===== src/rtl/cla_pkg.sv =====
// ============================================================================
// cla_pkg : shared types and constants for the time-shared CLA adder
// Revision: 1.0
// ============================================================================
`default_nettype none

package cla_pkg;

  localparam int SLICE_W = 4;

  typedef enum logic [1:0] {
    IDLE = 2'd0,
    RUN  = 2'd1,
    DONE = 2'd2
  } state_t;

  function automatic int nslice(input int width);
    return width / SLICE_W;
  endfunction

endpackage

`default_nettype wire


===== src/rtl/cla_slice4.sv =====
// ============================================================================
// cla_slice4 : combinational 4-bit carry-lookahead adder slice
// Revision: 1.0
// ============================================================================
`default_nettype none

module cla_slice4 (
  input  logic [3:0] a,
  input  logic [3:0] b,
  input  logic       cin,
  output logic [3:0] sum,
  output logic       cout
);

  logic [3:0] g;
  logic [3:0] p;
  logic [4:0] c;

  assign g = a & b;
  assign p = a ^ b;

  // Each carry is a flat sum of products of generate/propagate terms.
  assign c[0] = cin;
  assign c[1] = g[0] | (p[0] & cin);
  assign c[2] = g[1] | (p[1] & g[0]) | (p[1] & p[0] & cin);
  assign c[3] = g[2] | (p[2] & g[1]) | (p[2] & p[1] & g[0])
              | (p[2] & p[1] & p[0] & cin);
  assign c[4] = g[3] | (p[3] & g[2]) | (p[3] & p[2] & g[1])
              | (p[3] & p[2] & p[1] & g[0]) | (p[3] & p[2] & p[1] & p[0] & cin);

  assign sum  = p ^ c[3:0];
  assign cout = c[4];

endmodule

`default_nettype wire


===== src/rtl/cla_seq_adder.sv =====
// ============================================================================
// cla_seq_adder : WIDTH-bit add/subtract, one 4-bit CLA slice per cycle, LSB first
// Revision: 1.0
// ============================================================================
`default_nettype none

module cla_seq_adder
  import cla_pkg::*;
#(
  parameter int WIDTH = 16
) (
  input  logic             clk,
  input  logic             rst,
  input  logic             in_valid,
  output logic             in_ready,
  input  logic [WIDTH-1:0] in_a,
  input  logic [WIDTH-1:0] in_b,
  input  logic             in_cin,
  input  logic             in_sub,
  output logic             out_valid,
  input  logic             out_ready,
  output logic [WIDTH-1:0] out_sum,
  output logic             out_cout,
  output logic             out_ovf,
  output logic             busy
);

  localparam int NSLICE = nslice(WIDTH);
  localparam int KW     = $clog2(NSLICE);
  localparam logic [KW-1:0] K_LAST = KW'(NSLICE - 1);

  state_t           state;
  state_t           state_nxt;
  logic [WIDTH-1:0] a_q;
  logic [WIDTH-1:0] b_q;
  logic             carry;
  logic [KW-1:0]    k;
  logic [WIDTH-1:0] sum_q;
  logic             cout_q;
  logic             ovf_q;

  logic             accept;
  logic             last;
  logic [3:0]       slice_a;
  logic [3:0]       slice_b;
  logic [3:0]       slice_sum;
  logic             slice_cout;

  assign accept  = in_valid && in_ready;
  assign last    = (k == K_LAST);
  assign slice_a = a_q[SLICE_W*k +: SLICE_W];
  assign slice_b = b_q[SLICE_W*k +: SLICE_W];

  cla_slice4 u_slice (
    .a    (slice_a),
    .b    (slice_b),
    .cin  (carry),
    .sum  (slice_sum),
    .cout (slice_cout)
  );

  always_ff @(posedge clk) begin
    if (rst) state <= IDLE;
    else     state <= state_nxt;
  end

  always_comb begin
    state_nxt = state;
    case (state)
      IDLE:    if (accept) state_nxt = RUN;
      RUN:     if (last) state_nxt = DONE;
      DONE:    if (out_ready) state_nxt = IDLE;
      default: state_nxt = IDLE;
    endcase
  end

  always_comb begin
    in_ready  = (state == IDLE) && !rst;
    out_valid = (state == DONE);
    busy      = (state == RUN) || (state == DONE);
  end

  // Subtraction is A + ~B + 1, so B is inverted and the carry forced at accept.
  always_ff @(posedge clk) begin
    if (rst) begin
      a_q    <= '0;
      b_q    <= '0;
      carry  <= 1'b0;
      k      <= '0;
      sum_q  <= '0;
      cout_q <= 1'b0;
      ovf_q  <= 1'b0;
    end else begin
      if (accept) begin
        a_q   <= in_a;
        b_q   <= in_b ^ {WIDTH{in_sub}};
        carry <= in_sub ? 1'b1 : in_cin;
        k     <= '0;
      end else if (state == RUN) begin
        sum_q[SLICE_W*k +: SLICE_W] <= slice_sum;
        carry <= slice_cout;
        k     <= k + 1'b1;
        if (last) begin
          cout_q <= slice_cout;
          ovf_q  <= (a_q[WIDTH-1] == b_q[WIDTH-1]) && (slice_sum[3] != a_q[WIDTH-1]);
        end
      end
    end
  end

  assign out_sum  = sum_q;
  assign out_cout = cout_q;
  assign out_ovf  = ovf_q;

endmodule

`default_nettype wire


===== config.mk =====
export PLATFORM = sky130hd
export DESIGN_NAME = cla_seq_adder
export DESIGN_NICKNAME = d
export VERILOG_FILES = /design/src/rtl/cla_pkg.sv /design/src/rtl/cla_slice4.sv /design/src/rtl/cla_seq_adder.sv
export SDC_FILE = /design/constraint.sdc
export NUM_CORES = 1
export LEC_CHECK = 0
export CORE_UTILIZATION = 30
export CTS_BUF_LIST = sky130_fd_sc_hd__clkbuf_8
export DETAILED_ROUTE_END_ITERATION = 8
export GPL_ROUTABILITY_DRIVEN = 0
export GPL_TIMING_DRIVEN = 0
export SYNTH_ARGS = -nofsm -noshare
export SYNTH_HDL_FRONTEND = slang
export SYNTH_SLANG_ARGS = --single-unit

===== constraint.sdc =====
create_clock -name clk -period 4.6 [get_ports clk]
set_clock_uncertainty 0.15 [all_clocks]
set_input_delay 1.15 -clock clk [delete_from_list [all_inputs] [get_ports clk]]
set_output_delay 1.15 -clock clk [all_outputs]
set_load 0.005 [all_outputs]

==> results by group <==
Synthesis
  – Synth Instances: approximately 270
  – Share of synthesized area occupied by flip-flops and latches: 41.55%
  – Count of state elements after synthesis: 55
  – Fraction of synthesized cell area taken by the top area cell type: between 40% and 50%
  – Leading post-synthesis cells by cell area: sky130_fd_sc_hd__dfxtp_1 42%, sky130_fd_sc_hd__mux4_2 6.8%, sky130_fd_sc_hd__ha_1 6.6%
  – Combined area of all synthesized cells: 2650 um2
  – Post-Synthesis Net Count: 326
  – Number of distinct library cell variants in the gate-level netlist after synthesis: 36
  – Yosys warning total: 0
  – Top cell type by total area after synthesis: sky130_fd_sc_hd__dfxtp_1
  – Mean cell area of the mapped netlist: 9.707 um2

CTS
  – Post-CTS repair timing setup buffer count: 0
  – CTS resizes: 0
  – Root Driver: sky130_fd_sc_hd__clkbuf_8
  – Register clock-pin slew on the reported worst setup and hold paths: 100 ps
  – CTS Buf Count: 5
  – Clock network latency to the later pin of the worst-skew pair: 320 ps
  – TritonCTS clock tree: built
  – Cts hold-fix bufs: 0
  – CTS max path bufs: 2
  – Clock sink total: 55
  – H-tree level count: 2

Pwr
  – Static leakage: 0.001267 uW
  – Power density relative to cell area: 327.2 nW/um2
  – Worst-case vdd ir drop: 0.1252 mV

Placement
  – Number of port buffers: 56
  – Cell count after placement: 434
  – DPL Wire Length: 4746 um

STA
  – Unrepaired setup endpoints after global routing: no
  – Period utilisation layout: between 60% and 70%
  – Max-slew violations: 0
  – Number of failing setup endpoints in the final timing report: 0
  – Final min period: 3213 ps
  – Fin Setup TNS: 0 ps
  – Normalized max-slew margin: between 60 and 70%
  – Fmax achieved: 311.2 MHz
  – Least-Margin Pin Slew: 494.8 ps
  – Hold Vio Cnt, Final: 0

Global route
  – Number of global-route vias before repair: 2128
  – Combined global-route utilization of all metal layers: approximately 14%
  – Maximum number of pins on one net before global-route repair: 17
  – First-pass GRT wire length: 10160 um
  – Total gr overflow: 0
  – Number of antenna violations at the first check in global routing: 0

Routing
  – Detailed-route DRC error count: 0
  – Starting DRC count in detailed routing: 88
  – Antenna Violating Nets Remaining: 0
  – Routed wire length per instance: 13.94 um
  – Via-per-instance ratio: between 4 and 5
  – First-pass detailed-route iteration total: 4
  – Detailed-route via count: 2137
  – Routed Wire Length: 6161 um

Critical path
  – Startpoint of the worst setup timing path: rst
  – Startpoint-to-endpoint class of the critical path: in -> out
  – Ordered list of cells on the worst path: buf_6, nor2b_4, clkdlybuf4s50_1
  – Max Fanout on Critical Path: 9
  – Reg-to-reg startpoint: k[0]$_SDFFE_PP0P_
  – Peak per-stage delay on the critical path: ~520 ps
  – Type of element capturing the critical path: primary output
  – Family with the most delay on the worst path: buffers and inverters
  – CP Buf/Inv Count: 2
  – Nature of the critical path startpoint: input port
  – Critical path required time: 3300 ps
  – Arrival time at the worst endpoint: about 1900 ps
  – CP max stage cell: sky130_fd_sc_hd__clkdlybuf4s50_1

Cells and area
  – Fraction of layout cells with a size suffix above 1: under 10%
  – Final Net Count: 389
  – Filler instances: 858
  – Number of antenna repair diodes: 0
  – Leading cell types in the layout, fill and taps excluded: 56 x sky130_fd_sc_hd__clkdlybuf4s50_1, 55 x sky130_fd_sc_hd__dfxtp_1, 33 x sky130_fd_sc_hd__o21ai_0, 22 x sky130_fd_sc_hd__nand2_1, 18 x sky130_fd_sc_hd__xnor2_1
  – Most common cell after layout, fill and taps aside: sky130_fd_sc_hd__clkdlybuf4s50_1
  – P&R area growth vs syn: 29.70%
  – Final cell count without fillers: 442

Floorplanning
  – Area of the die: 9213 um2
  – Die Y-Extent: ~96 um
  – Effective utilization at floorplan: 31.62%
  – Number of placement rows: 33
  – I/O pins: between 50 and 60
  – Overall die width: 95.99 um
  – Area of the placeable core: about 8400 um2

Worst hold path
  – Type of the most critical hold path: reg -> reg
  – Critical hold path startpoint: a_q[12]$_SDFFE_PP0P_

Run status
  – Status: finished clean

Run
  – Max-cap viol count: 0
[layer usage]
layer	share of wire, %	GRT usage [%]	vias up
li1	-	-	1083
met1	49	19.30	995
met2	46	23.88	52
met3	4.2	2.370	7
met4	1.1	3.731	0
met5	0	0	-
[Yosys cell counts]
| library cell | instances |
|---|---|
| sky130_fd_sc_hd__a211oi_1 | 2 |
| sky130_fd_sc_hd__a31oi_1 | 1 |
| sky130_fd_sc_hd__and2_1 | 1 |
| sky130_fd_sc_hd__clkbuf_1 | 10 |
| sky130_fd_sc_hd__a22oi_1 | 9 |
| sky130_fd_sc_hd__a41oi_1 | 1 |
| sky130_fd_sc_hd__o21ai_0 | 33 |
| sky130_fd_sc_hd__inv_1 | 8 |
| sky130_fd_sc_hd__nand2b_1 | 16 |
| sky130_fd_sc_hd__mux2i_1 | 2 |
| sky130_fd_sc_hd__nor4b_2 | 1 |
| sky130_fd_sc_hd__mux4_2 | 8 |
| sky130_fd_sc_hd__ha_1 | 14 |
| sky130_fd_sc_hd__and3_1 | 1 |
| sky130_fd_sc_hd__or3_1 | 1 |
| sky130_fd_sc_hd__buf_4 | 1 |
| sky130_fd_sc_hd__dfxtp_1 | 55 |
| sky130_fd_sc_hd__o21ai_1 | 1 |
| sky130_fd_sc_hd__nor2b_4 | 1 |
| sky130_fd_sc_hd__a21o_1 | 1 |
| sky130_fd_sc_hd__xor2_1 | 2 |
| sky130_fd_sc_hd__buf_6 | 1 |
| sky130_fd_sc_hd__fa_1 | 1 |
| sky130_fd_sc_hd__a22o_1 | 8 |
| sky130_fd_sc_hd__and2b_1 | 1 |
| sky130_fd_sc_hd__a311oi_1 | 1 |
| sky130_fd_sc_hd__buf_2 | 6 |
| sky130_fd_sc_hd__a21oi_1 | 8 |
| sky130_fd_sc_hd__nand2_1 | 22 |
| sky130_fd_sc_hd__nand3b_1 | 17 |
| sky130_fd_sc_hd__and4b_1 | 1 |
| sky130_fd_sc_hd__xnor2_1 | 18 |
| sky130_fd_sc_hd__and4_1 | 2 |
| sky130_fd_sc_hd__nor2b_1 | 1 |
| sky130_fd_sc_hd__nor3_1 | 4 |
| sky130_fd_sc_hd__nor2_1 | 13 |
[tightest hold or removal path, stage by stage, from the launching register on]
cell	delay, ps
sky130_fd_sc_hd__dfxtp_1	320
sky130_fd_sc_hd__nand2b_1	60
sky130_fd_sc_hd__o21ai_0	60
[cells by family after synthesis]
group	synth area share, %
AND/OR/NAND/NOR	17.66
AO/OA/AOI/OAI	14.87
flip-flops	41.55
buffers and inverters	4.391
XOR/XNOR	6.610
adder cells (fa/ha/maj)	7.366
multiplexers	7.554
[power by group]
group	internal, uW	total [uW]	switching (uW)
Clock	122	281	160
Sequential	520	549	29.0
Combinational	146	294	148
[final cells by class]
cell class / instances / area [um2] / area share (%)
flip-flops and latches: 55 / 1101 / 32.04
clock buffers: 6 / 82.58 / 2.403
inverters: 8 / 30.03 / 0.8737
clock inverters: 2 / 12.51 / 0.3640
well taps: 105 / 131.4 / 3.822
multi-input cells: 192 / 1433 / 41.68
plain buffers: 18 / 86.33 / 2.512
repair buffers: 56 / 560.5 / 16.31
[metrics by stage]
stage	setup WS (ps)	hold WS, ps	power (uW)	cell area [um2]	utilization [%]
final	1387	327.2	1125	3437	41.01
after detailed placement	1374	312.5	857.2	3342	39.87
after global placement	1380	308.4	849.3	3342	39.87
after floorplan	1921	295.7	746.3	2650	-
after CTS	1375	331.0	1136	3437	41.01
after global routing	1359	346.1	1192	3437	41.01
[path summary, 6_finish.rpt]
check             depth (start not counted)  slack (ps)                  endpoint
hold / removal                            2         330      a_q[12]$_SDFFE_PP0P_
setup / recovery                          3        1390                  in_ready
hold reg to reg                           2         330      a_q[12]$_SDFFE_PP0P_
setup reg to reg                          8        1590  out_sum[15]$_SDFFE_PP0P_
[flip-flops by register name (all words and copies together) (netlist names)]
name,flops
b_q,16
out_ovf,1
out_cout,1
carry,1
a_q,16
k,2
state,2
out_sum,16
No activity file was read; power rests on OpenSTA's default activity.
